`src/rtl/pipe_stage_reg_if.sv`:
```
// Payload bus between two pipeline stages: upstream slot in, registered slot out.
interface pipe_stage_reg_if #(
    parameter int DATA_W = 64
);
    logic              in_valid;
    logic [DATA_W-1:0] in_data;
    logic              out_valid;
    logic [DATA_W-1:0] out_data;

    modport master (output in_valid, output in_data, input  out_valid, input  out_data);
    modport slave  (input  in_valid, input  in_data, output out_valid, output out_data);
endinterface

```
`src/rtl/pipe_stage_reg.sv`:
```
// Generic inter-stage pipeline register with stall/bubble/flush control and
// saturating event counters; STAGE selects which stall_en bits govern it.
module pipe_stage_reg #(
    parameter int                CNT_W      = 16,
    parameter int                DATA_W     = 64,
    parameter int                STALL_W    = 6,
    parameter int                STAGE      = 1,
    parameter logic [DATA_W-1:0] BUBBLE_VAL = '0
) (
    input  logic               clk,
    input  logic               reset,
    input  logic [STALL_W-1:0] stall_en,
    input  logic               flush,
    input  logic               cnt_clr,
    pipe_stage_reg_if.slave    bus,
    output logic               hold,
    output logic [CNT_W-1:0]   hold_len,
    output logic [CNT_W-1:0]   hold_cnt,
    output logic [CNT_W-1:0]   bubble_cnt,
    output logic [CNT_W-1:0]   flush_cnt
);

    typedef enum logic [1:0] {ACT_ADV, ACT_FLUSH, ACT_BUBBLE, ACT_HOLD} act_e;

    act_e              act;
    logic              s_up, s_dn;
    logic              valid_q, valid_d;
    logic [DATA_W-1:0] data_q, data_d;
    logic [CNT_W-1:0]  hold_len_q, hold_len_d;
    logic [CNT_W-1:0]  hold_cnt_q, hold_cnt_d;
    logic [CNT_W-1:0]  bubble_cnt_q, bubble_cnt_d;
    logic [CNT_W-1:0]  flush_cnt_q, flush_cnt_d;
    logic              unused_stall;

    generate
        if (STAGE >= STALL_W) begin : g_bad_stage
            $error("pipe_stage_reg: STAGE must be below STALL_W");
        end
        // The last stage has no downstream neighbour, so it can only bubble.
        if (STAGE < STALL_W - 1) begin : g_dn
            assign s_dn = stall_en[STAGE+1];
        end else begin : g_last
            assign s_dn = 1'b0;
        end
    endgenerate

    assign s_up         = stall_en[STAGE];
    assign unused_stall = ^stall_en;

    function automatic logic [CNT_W-1:0] sat_inc(input logic [CNT_W-1:0] v);
        return (&v) ? v : v + CNT_W'(1);
    endfunction

    always_comb begin
        act = ACT_ADV;
        if (flush)             act = ACT_FLUSH;
        else if (s_up && !s_dn) act = ACT_BUBBLE;
        else if (s_up)          act = ACT_HOLD;
    end

    always_comb begin
        valid_d      = valid_q;
        data_d       = data_q;
        hold_len_d   = '0;
        hold_cnt_d   = hold_cnt_q;
        bubble_cnt_d = bubble_cnt_q;
        flush_cnt_d  = flush_cnt_q;
        case (act)
            ACT_FLUSH: begin
                valid_d     = 1'b0;
                data_d      = BUBBLE_VAL;
                flush_cnt_d = sat_inc(flush_cnt_q);
            end
            ACT_BUBBLE: begin
                valid_d      = 1'b0;
                data_d       = BUBBLE_VAL;
                bubble_cnt_d = sat_inc(bubble_cnt_q);
            end
            ACT_HOLD: begin
                hold_len_d = sat_inc(hold_len_q);
                hold_cnt_d = sat_inc(hold_cnt_q);
            end
            default: begin
                valid_d = bus.in_valid;
                data_d  = bus.in_data;
            end
        endcase
        // Clear wins over a same-cycle event; run length is left alone.
        if (cnt_clr) begin
            hold_cnt_d   = '0;
            bubble_cnt_d = '0;
            flush_cnt_d  = '0;
        end
    end

    always_ff @(posedge clk) begin
        if (reset) begin
            valid_q      <= 1'b0;
            data_q       <= BUBBLE_VAL;
            hold_len_q   <= '0;
            hold_cnt_q   <= '0;
            bubble_cnt_q <= '0;
            flush_cnt_q  <= '0;
        end else begin
            valid_q      <= valid_d;
            data_q       <= data_d;
            hold_len_q   <= hold_len_d;
            hold_cnt_q   <= hold_cnt_d;
            bubble_cnt_q <= bubble_cnt_d;
            flush_cnt_q  <= flush_cnt_d;
        end
    end

    assign hold          = (act == ACT_HOLD) && !reset;
    assign bus.out_valid = valid_q;
    assign bus.out_data  = data_q;
    assign hold_len      = hold_len_q;
    assign hold_cnt      = hold_cnt_q;
    assign bubble_cnt    = bubble_cnt_q;
    assign flush_cnt     = flush_cnt_q;

endmodule

```
`src/flat_wrapper.sv`:
```
// flat-port wrapper written by rule: the top's interface ports become plain ports
module pipe_stage_reg_flat 
#(
    parameter int                CNT_W      = 16,
    parameter int                DATA_W     = 64,
    parameter int                STALL_W    = 6,
    parameter int                STAGE      = 1,
    parameter logic [DATA_W-1:0] BUBBLE_VAL = '0
)
  (clk, reset, stall_en, flush, cnt_clr, hold, hold_len, hold_cnt, bubble_cnt, flush_cnt, bus_in_valid, bus_in_data, bus_out_valid, bus_out_data);
  pipe_stage_reg_if #(.DATA_W(DATA_W)) bus_i ();
  input  logic clk;
  input  logic reset;
  input  logic [STALL_W-1:0] stall_en;
  input  logic flush;
  input  logic cnt_clr;
  output logic hold;
  output logic [CNT_W-1:0] hold_len;
  output logic [CNT_W-1:0] hold_cnt;
  output logic [CNT_W-1:0] bubble_cnt;
  output logic [CNT_W-1:0] flush_cnt;
  input wire logic [$bits(bus_i.in_valid)-1:0] bus_in_valid;
  input wire logic [$bits(bus_i.in_data)-1:0] bus_in_data;
  output wire logic [$bits(bus_i.out_valid)-1:0] bus_out_valid;
  output wire logic [$bits(bus_i.out_data)-1:0] bus_out_data;
  assign bus_i.in_valid = bus_in_valid;
  assign bus_i.in_data = bus_in_data;
  assign bus_out_valid = bus_i.out_valid;
  assign bus_out_data = bus_i.out_data;
  pipe_stage_reg #(.CNT_W(CNT_W), .DATA_W(DATA_W), .STALL_W(STALL_W), .STAGE(STAGE), .BUBBLE_VAL(BUBBLE_VAL)) u_core (.clk(clk), .reset(reset), .stall_en(stall_en), .flush(flush), .cnt_clr(cnt_clr), .bus(bus_i), .hold(hold), .hold_len(hold_len), .hold_cnt(hold_cnt), .bubble_cnt(bubble_cnt), .flush_cnt(flush_cnt));
endmodule
```
`config.mk`:
```
export PLATFORM = sky130hd
export DESIGN_NAME = pipe_stage_reg_flat
export DESIGN_NICKNAME = d
export VERILOG_FILES = /design/src/rtl/pipe_stage_reg_if.sv /design/src/rtl/pipe_stage_reg.sv /design/src/flat_wrapper.sv
export SDC_FILE = /design/constraint.sdc
export NUM_CORES = 1
export LEC_CHECK = 0
export ABC_AREA = 1
export CAP_MARGIN = 40
export CORE_AREA = 2 2 118 120
export CTS_CLUSTER_SIZE = 16
export DETAILED_ROUTE_END_ITERATION = 8
export DIE_AREA = 0 0 120 122
export GPL_ROUTABILITY_DRIVEN = 0
export GPL_TIMING_DRIVEN = 0
export PLACE_DENSITY = 0.81
export SETUP_SLACK_MARGIN = 0.2
export SYNTH_ARGS = -nofsm -noshare
export SYNTH_HDL_FRONTEND = slang
export SYNTH_SLANG_ARGS = --single-unit
```
`constraint.sdc`:
```
create_clock -name clk -period 1.67 [get_ports clk]
set_input_delay 0.167 -clock clk [delete_from_list [all_inputs] [get_ports clk]]
set_output_delay 0.167 -clock clk [all_outputs]
set_load 0.1 [all_outputs]
```
==> results of run 1 <==
-- sequential cells by signal, indices dropped and copies added (netlist names) --
register              count
u_core.hold_len          16
u_core.hold_cnt          16
u_core.bus.out_data      64
u_core.bus.out_valid      1
u_core.flush_cnt         16
u_core.bubble_cnt        16
-- what timing repair did --
item,4_1_cts,5_1_grt
resized for setup,285,97
setup buffers,10,6
endpoints found under the setup margin,235,136
cloned,0,0
pin swaps,7,20
-- layout by cell type (no fill, tap or decap), types with 22 or more instances in the layout --
cell and count:
nor2_1 174, nand2_1 144, buf_12 96, dlygate4sd2_1 85
clkdlybuf4s50_1 66, dfxtp_4 64, dfxtp_1 63, a22oi_1 62
nand3_1 45, inv_1 40, buf_16 34, clkdlybuf4s15_1 26
a21oi_1 23, nor2_2 22
-- final cells by class --
type                    count  area share
plain buffers              29      0.0156
clock buffers              21      0.0407
clock inverters            11     0.00788
inverters                  52      0.0170
multi-input cells         580       0.268
flip-flops and latches    129       0.234
well taps                 180      0.0187
repair buffers            346       0.398
-- power groups by stage --
stage                     logic, W  clock network [W]  registers [W]
after floorplan           0.000289                  0        0.00386
after global placement     0.00140                  0        0.00319
after detailed placement   0.00187                  0        0.00320
after CTS                  0.00196            0.00373        0.00314
after global routing       0.00208            0.00390        0.00316
final                      0.00204            0.00379        0.00316
-- per-layer routing --
metal / wire (um) / up-vias / part of all wire
met2: 15100 / 619 / 0.51
met4: 2150 / 0 / 0.073
li1: - / 3343 / -
met3: 2650 / 198 / 0.090
met5: 0 / - / 0
met1: 9650 / 3689 / 0.33
-- worst max-delay path: stages (launching register included) --
cell,delay (ps)
dfxtp_4,390
ha_4,160
inv_2,50
nor2_4,170
nand4_4,140
buf_4,190
nand3_1,100
nand2_1,100
nor2_1,200
-- kinds of logic (layout without fill, tap and decap cells) --
group / count (synthesis) / after routing / share of synthesized area
XOR/XNOR: 7 / 7 / 0.0105
flip-flops: 129 / 129 / 0.441
AO/OA/AOI/OAI: 111 / 111 / 0.125
adder cells (fa/ha/maj): 7 / 7 / 0.0149
AND/OR/NAND/NOR: 455 / 455 / 0.349
buffers and inverters: 81 / 459 / 0.0594
-- cell usage after synthesis, drive strengths merged, types with 3 or more instances --
master	n
a21oi	33
a22oi	65
and2	4
buf	17
clkbuf	12
dfxtp	129
ha	7
inv	52
nand2	158
nand3	53
nand3b	5
nand4	11
nor2	215
nor3	7
o21ai	11
xnor2	4
xor2	3
-- through the flow --
stage / instance area [um2] / setup TNS [ps] / std cells / power (W)
floorplan: 6210 / 0 / 790 / 0.00415
global route: 12100 / 0 / 1348 / 0.00914
finish: 12100 / 0 / 1348 / 0.00899
global placement: 8430 / -46310 / 1170 / 0.00459
CTS: 11900 / 0 / 1342 / 0.00883
detailed placement: 10800 / -54860 / 1300 / 0.00508
-- worst max-delay path by stage --
stage / startpoint / depth (start not counted) / to / slack (ps)
floorplan: u_core.bubble_cnt[0]$_SDFFE_PP0P_ / 7 / u_core.bubble_cnt[11]$_SDFFE_PP0P_ / 140
detailed placement: stall_en[1] / 9 / hold / -1000
global placement: stall_en[1] / 8 / hold / -1440
global route: u_core.hold_cnt[0]$_SDFFE_PP0P_ / 7 / u_core.hold_cnt[3]$_SDFFE_PP0P_ / 20
CTS: stall_en[1] / 9 / hold / 60
finish: u_core.hold_cnt[1]$_SDFFE_PP0P_ / 8 / u_core.hold_cnt[3]$_SDFFE_PP0P_ / 70
==> run_results.csv, run 1 <==
group,metric,value,unit
critical_path,endpoint_kind,"flip-flop",
grt,grt_max_degree,17,
clock_tree,cts_max_level,4,
routing,drc,0,
clock_tree,clk_latency,430,ps
finish,n_antenna_cell,0,
routing,dr.pass1.iters,6,
synth,synth_top_area_share,0.441,
critical_path,r2r-end,"u_core.hold_cnt[3]$_SDFFE_PP0P_",
synth,synth_cell_types,35,
routing,wl,29500,um
critical_path,r2r_start,"u_core.hold_cnt[1]$_SDFFE_PP0P_",
clock_tree,cts_buffers,17,
floorplanning,start_util,0.434,
grt,met3_usage,0.0993,
finish,nFillCells,532,
hold_path,hold_path.class,"input port to flip-flop",
finish,utilization,0.894,
routing,viasPerCell,5.82,
placed_design,place.port_buffers,200,
clock_tree,holdBufCountCts,0,
synth,netlist_area,5860,um2
critical_path,cp_data_required_time,1990,ps
finish,fin_nets,1237,
power,worst_ir_drop_vdd,0.926,mV
critical_path,arrival,1920,ps
synth,synth_edf_count,0,
synth,synth_ff_type,"dfxtp_1",
hold_path,hold_path_end,"u_core.bus.out_data[33]$_SDFFE_PP0P_",
timing,hold_slack,388,ps
timing,worst_slack,71.0,ps
placed_design,place_ws,-1000,ps
timing,fmax,0.625,GHz
floorplanning,coreArea,13500,um2
grt,grt_util_all_layers,0.378,
synth,synthTopCellsByArea,"dfxtp_1 44%, nor2_1 12%, nand2_1 9.5%, a22oi_1 8.3%, nand3_1 4.0%",
synth,synth_top_area_cell,"dfxtp_1",
clock_tree,cts_tree,"built",
critical_path,crit_type,"flip-flop to flip-flop",
grt,grt_use_met2,0.684,
grt,grt_pass1_vias,7840,
critical_path,r2r_cells,8,
hold_path,hold_start,"bus_in_data[33]",
power,pwr-share-clk,0.422,
finish,syn_to_final_growth,106,%
placed_design,hpwl,17200,um
timing,finalHoldViolCount,0,
finish,multi_input_area,3240,um2
routing,antenna_left,0,
synth,synth_seq_cells,129,
clock_tree,clock-root-buffer,"clkbuf_16",
clock_tree,clk_path_buf_depth,2,
critical_path,reg2reg_slack,70,ps
timing,finalMaxSlewViolations,0,
power,p_switching,0.00285,W
hold_path,hold_depth,3,
synth,syn-num-nets,872,
status,status,"complete, no violations",
floorplanning,fp.dieH,122,um
timing,rsz0062_at_grt,"true",
critical_path,path_max_fanout,4,
clock_tree,numClockSinks,129,
timing,post-route-min-period,1600,ps
timing,maxSlewHeadroom,0.619,
synth,synthArstFlopShare,0,
synth,yosys_warnings,0,
floorplanning,die_area,14600,um2
floorplanning,top_level_ports,205,
finish,seqCellArea,2830,um2
power,power_frac_comb,0.226,
grt,gr-max-usage-layer,"met2",
grt,antenna_found_initial,0,
synth,synthCells,790,
job,drv_cap,0,
routing,wire_per_inst,21.9,um
floorplanning,num_rows,43,
routing,num_vias,7849,
grt,use_met1,0.387,
synth,yosysSeqAreaShare,0.441,
floorplanning,die_width,120,um
finish,drive_above_1_share,0.333,
power,internal-power,0.00614,W
grt,grt_pass1_wl,42600,um
power,seqPwrFrac,0.351,
grt,overflow,0,
timing,fin_crit_sh,0.958,
power,total_leakage_power,5.08,nW
timing,finalClockSkew,13.2,ps
timing,setup_viol,0,
critical_path,startpoint_type,"flip-flop",
timing,tightestPinTransition,572,ps
clock_tree,clkTransAtPathRegs,60,ps
routing,drtIter0Drc,859,
synth,avgSynthCellArea,7.42,um2
power,power.density,745,nW/um2
power,p_sw_frac,0.317,
No activity file was read; power rests on OpenSTA's default activity.
==> inputs of run 2 (changes only) <==
- CORE_AREA: 2 2 118 120 -> 5 5 121 123
- DIE_AREA: 0 0 120 122 -> 0 0 126 128
==> run_results.csv, run 2 (same netlist as run 1, synthesis figures left out) <==
group,metric,value,unit
placed_design,place.port_buffers,200,
routing,wire_per_inst,28.5,um
critical_path,worst_path_largest_cell_delay,400,ps
critical_path,crit_cells,6,
hold_path,hold_depth,3,
timing,fmax,0.535,GHz
grt,grt_pass1_vias,8378,
hold_path,hold_start,"bus_in_data[9]",
floorplanning,start_util,0.432,
routing,dr.pass1.iters,7,
timing,rsz0062_at_grt,"true",
timing,finalClockSkew,8.71,ps
critical_path,arrival,2220,ps
power,power_frac_comb,0.250,
timing,tightestPinTransition,488,ps
clock_tree,clock-root-buffer,"clkbuf_16",
grt,grt_max_degree,17,
clock_tree,cts_tree,"built",
timing,post-route-min-period,1870,ps
routing,num_vias,8873,
clock_tree,numClockSinks,129,
placed_design,dp.cells,1300,
finish,nFillCells,417,
power,seqPwrFrac,0.352,
critical_path,r2r-end,"u_core.hold_cnt[15]$_SDFFE_PP0P_",
finish,layout_common_cells,"167 x nor2_1, 136 x nand2_1, 93 x buf_12, 84 x dlygate4sd2_1, 66 x clkdlybuf4s50_1",
grt,antenna_found_initial,1,
finish,layout_commonest_cell,"nor2_1",
finish,fin_nets,1251,
routing,drc,0,
timing,maxSlewHeadroom,0.675,
placed_design,hpwl,19400,um
critical_path,path_buf_inv,0,
power,total_leakage_power,5.32,nW
critical_path,critPathTopFamily,"simple AND/OR/NAND/NOR gates",
floorplanning,fp.dieH,128,um
hold_path,hold_path.class,"input port to flip-flop",
routing,wl,38800,um
critical_path,startpoint_type,"flip-flop",
floorplanning,coreArea,13600,um2
floorplanning,die_area,16100,um2
power,pwr-share-clk,0.397,
power,p_sw_frac,0.334,
critical_path,crit_chain,"nand2_1 > nor2_2 > nand2_1 > nor2_2 > o21ai_0 > nor2_1",
hold_path,hold_path_end,"u_core.bus.out_data[9]$_SDFFE_PP0P_",
floorplanning,top_level_ports,205,
finish,syn_to_final_growth,113,%
status,violations,"negative setup slack",
critical_path,r2r_cells,6,
timing,setup_viol,2,
critical_path,crit_type,"flip-flop to flip-flop",
critical_path,path_max_fanout,6,
finish,n_antenna_cell,0,
grt,grt_pass1_wl,48300,um
power,worst_ir_drop_vdd,0.809,mV
clock_tree,holdBufCountCts,0,
routing,viasPerCell,6.52,
critical_path,endpoint_kind,"flip-flop",
status,status,"finished, violations left",
critical_path,r2r_start,"u_core.hold_cnt[8]$_SDFFE_PP0P_",
floorplanning,num_rows,43,
grt,overflow,0,
power,internal-power,0.00599,W
finish,final_cell_count_no_fill,1361,
timing,finalHoldViolCount,0,
finish,largest_reg_flops,64,
floorplanning,die_width,126,um
timing,worst_slack,-199,ps
power,p_switching,0.00301,W
timing,setup_tns,-387,ps
critical_path,cp_data_required_time,2020,ps
critical_path,reg2reg_slack,-200,ps
clock_tree,clk_latency,430,ps
finish,utilization,0.920,
clock_tree,cts_max_level,4,
clock_tree,clkTransAtPathRegs,60,ps
job,drv_cap,0,
routing,drtIter0Drc,1484,
finish,drive_above_1_share,0.367,
timing,fin_crit_sh,1.12,
critical_path,cpMaxStageDelayCell,"dfxtp_4",
grt,grt_util_all_layers,0.385,
power,power.density,721,nW/um2
clock_tree,cts_buffers,17,
clock_tree,clk_path_buf_depth,2,
timing,finalMaxSlewViolations,0,
routing,antenna_left,0,
## run 2: cell types whose count changed in the layout (fill, tap and decap cells not counted), moves of 7 or more
cell,change
a21oi_1,-7
buf_8,+10
clkbuf_2,+8
nand2_1,-8
nor2_1,-7
nor2_4,+7
## run 2: worst max path at each step
stage | start | to | slack (ps)
6_report | u_core.hold_cnt[8]$_SDFFE_PP0P_ | u_core.hold_cnt[15]$_SDFFE_PP0P_ | -200
5_1_grt | u_core.hold_cnt[8]$_SDFFE_PP0P_ | u_core.hold_cnt[15]$_SDFFE_PP0P_ | -240
4_1_cts | flush | hold | 110
3_5_place_dp | stall_en[1] | hold | -1040
3_3_place_gp | stall_en[1] | hold | -1430
2_1_floorplan | u_core.bubble_cnt[0]$_SDFFE_PP0P_ | u_core.bubble_cnt[11]$_SDFFE_PP0P_ | 140
## run 2: stage by stage
| step | power (W) | setup WS, ps | instance area, um2 | hold slack [ps] |
|---|---|---|---|---|
| 2_1_floorplan | 0.00415 | 141 | 6210 | 315 |
| 3_3_place_gp | 0.00460 | -1430 | 8430 | 478 |
| 3_5_place_dp | 0.00511 | -1040 | 10900 | 480 |
| 4_1_cts | 0.00864 | 106 | 12000 | 369 |
| 5_1_grt | 0.00910 | -242 | 12500 | 420 |
| 6_report | 0.00899 | -199 | 12500 | 387 |
## run 2: layout make-up
cell class / instances / area, um2 / share of cell area
sequential: 129 / 2820 / 0.226
clock inverter: 9 / 53.8 / 0.00431
timing repair buffer: 360 / 5020 / 0.403
inverter: 52 / 205 / 0.0165
multi-input combinational: 580 / 3400 / 0.272
buffer: 29 / 269 / 0.0216
clock buffer: 22 / 475 / 0.0381
tap: 180 / 225 / 0.0181
## run 2: worst min-delay path, delay by kind of cell
kind	cells	cell delay, ps
and+or+nand+nor	1	80
buffers and inverters	1	460
AOI/OAI and AO/OA	1	70
## run 2: repair_timing
action,in CTS,in global routing
cloned,2,2
setup endpoints to repair,245,144
setup buffers,11,16
gates resized for setup,291,162
pin swaps,7,26
## run 2: routing by layer
metal  global-route usage  routed length (um)
met2                0.684               17600
met5                    0                  13
met4                0.261                4540
met1                0.393               11700
met3                0.108                5000
## run 2: power by group through the flow
stage               clock network (W)  logic [W]  registers (W)
finish                        0.00357    0.00225        0.00317
global route                  0.00366    0.00227        0.00317
CTS                           0.00341    0.00208        0.00314
detailed placement                  0    0.00190        0.00320
global placement                    0    0.00141        0.00319
floorplan                           0   0.000289        0.00386
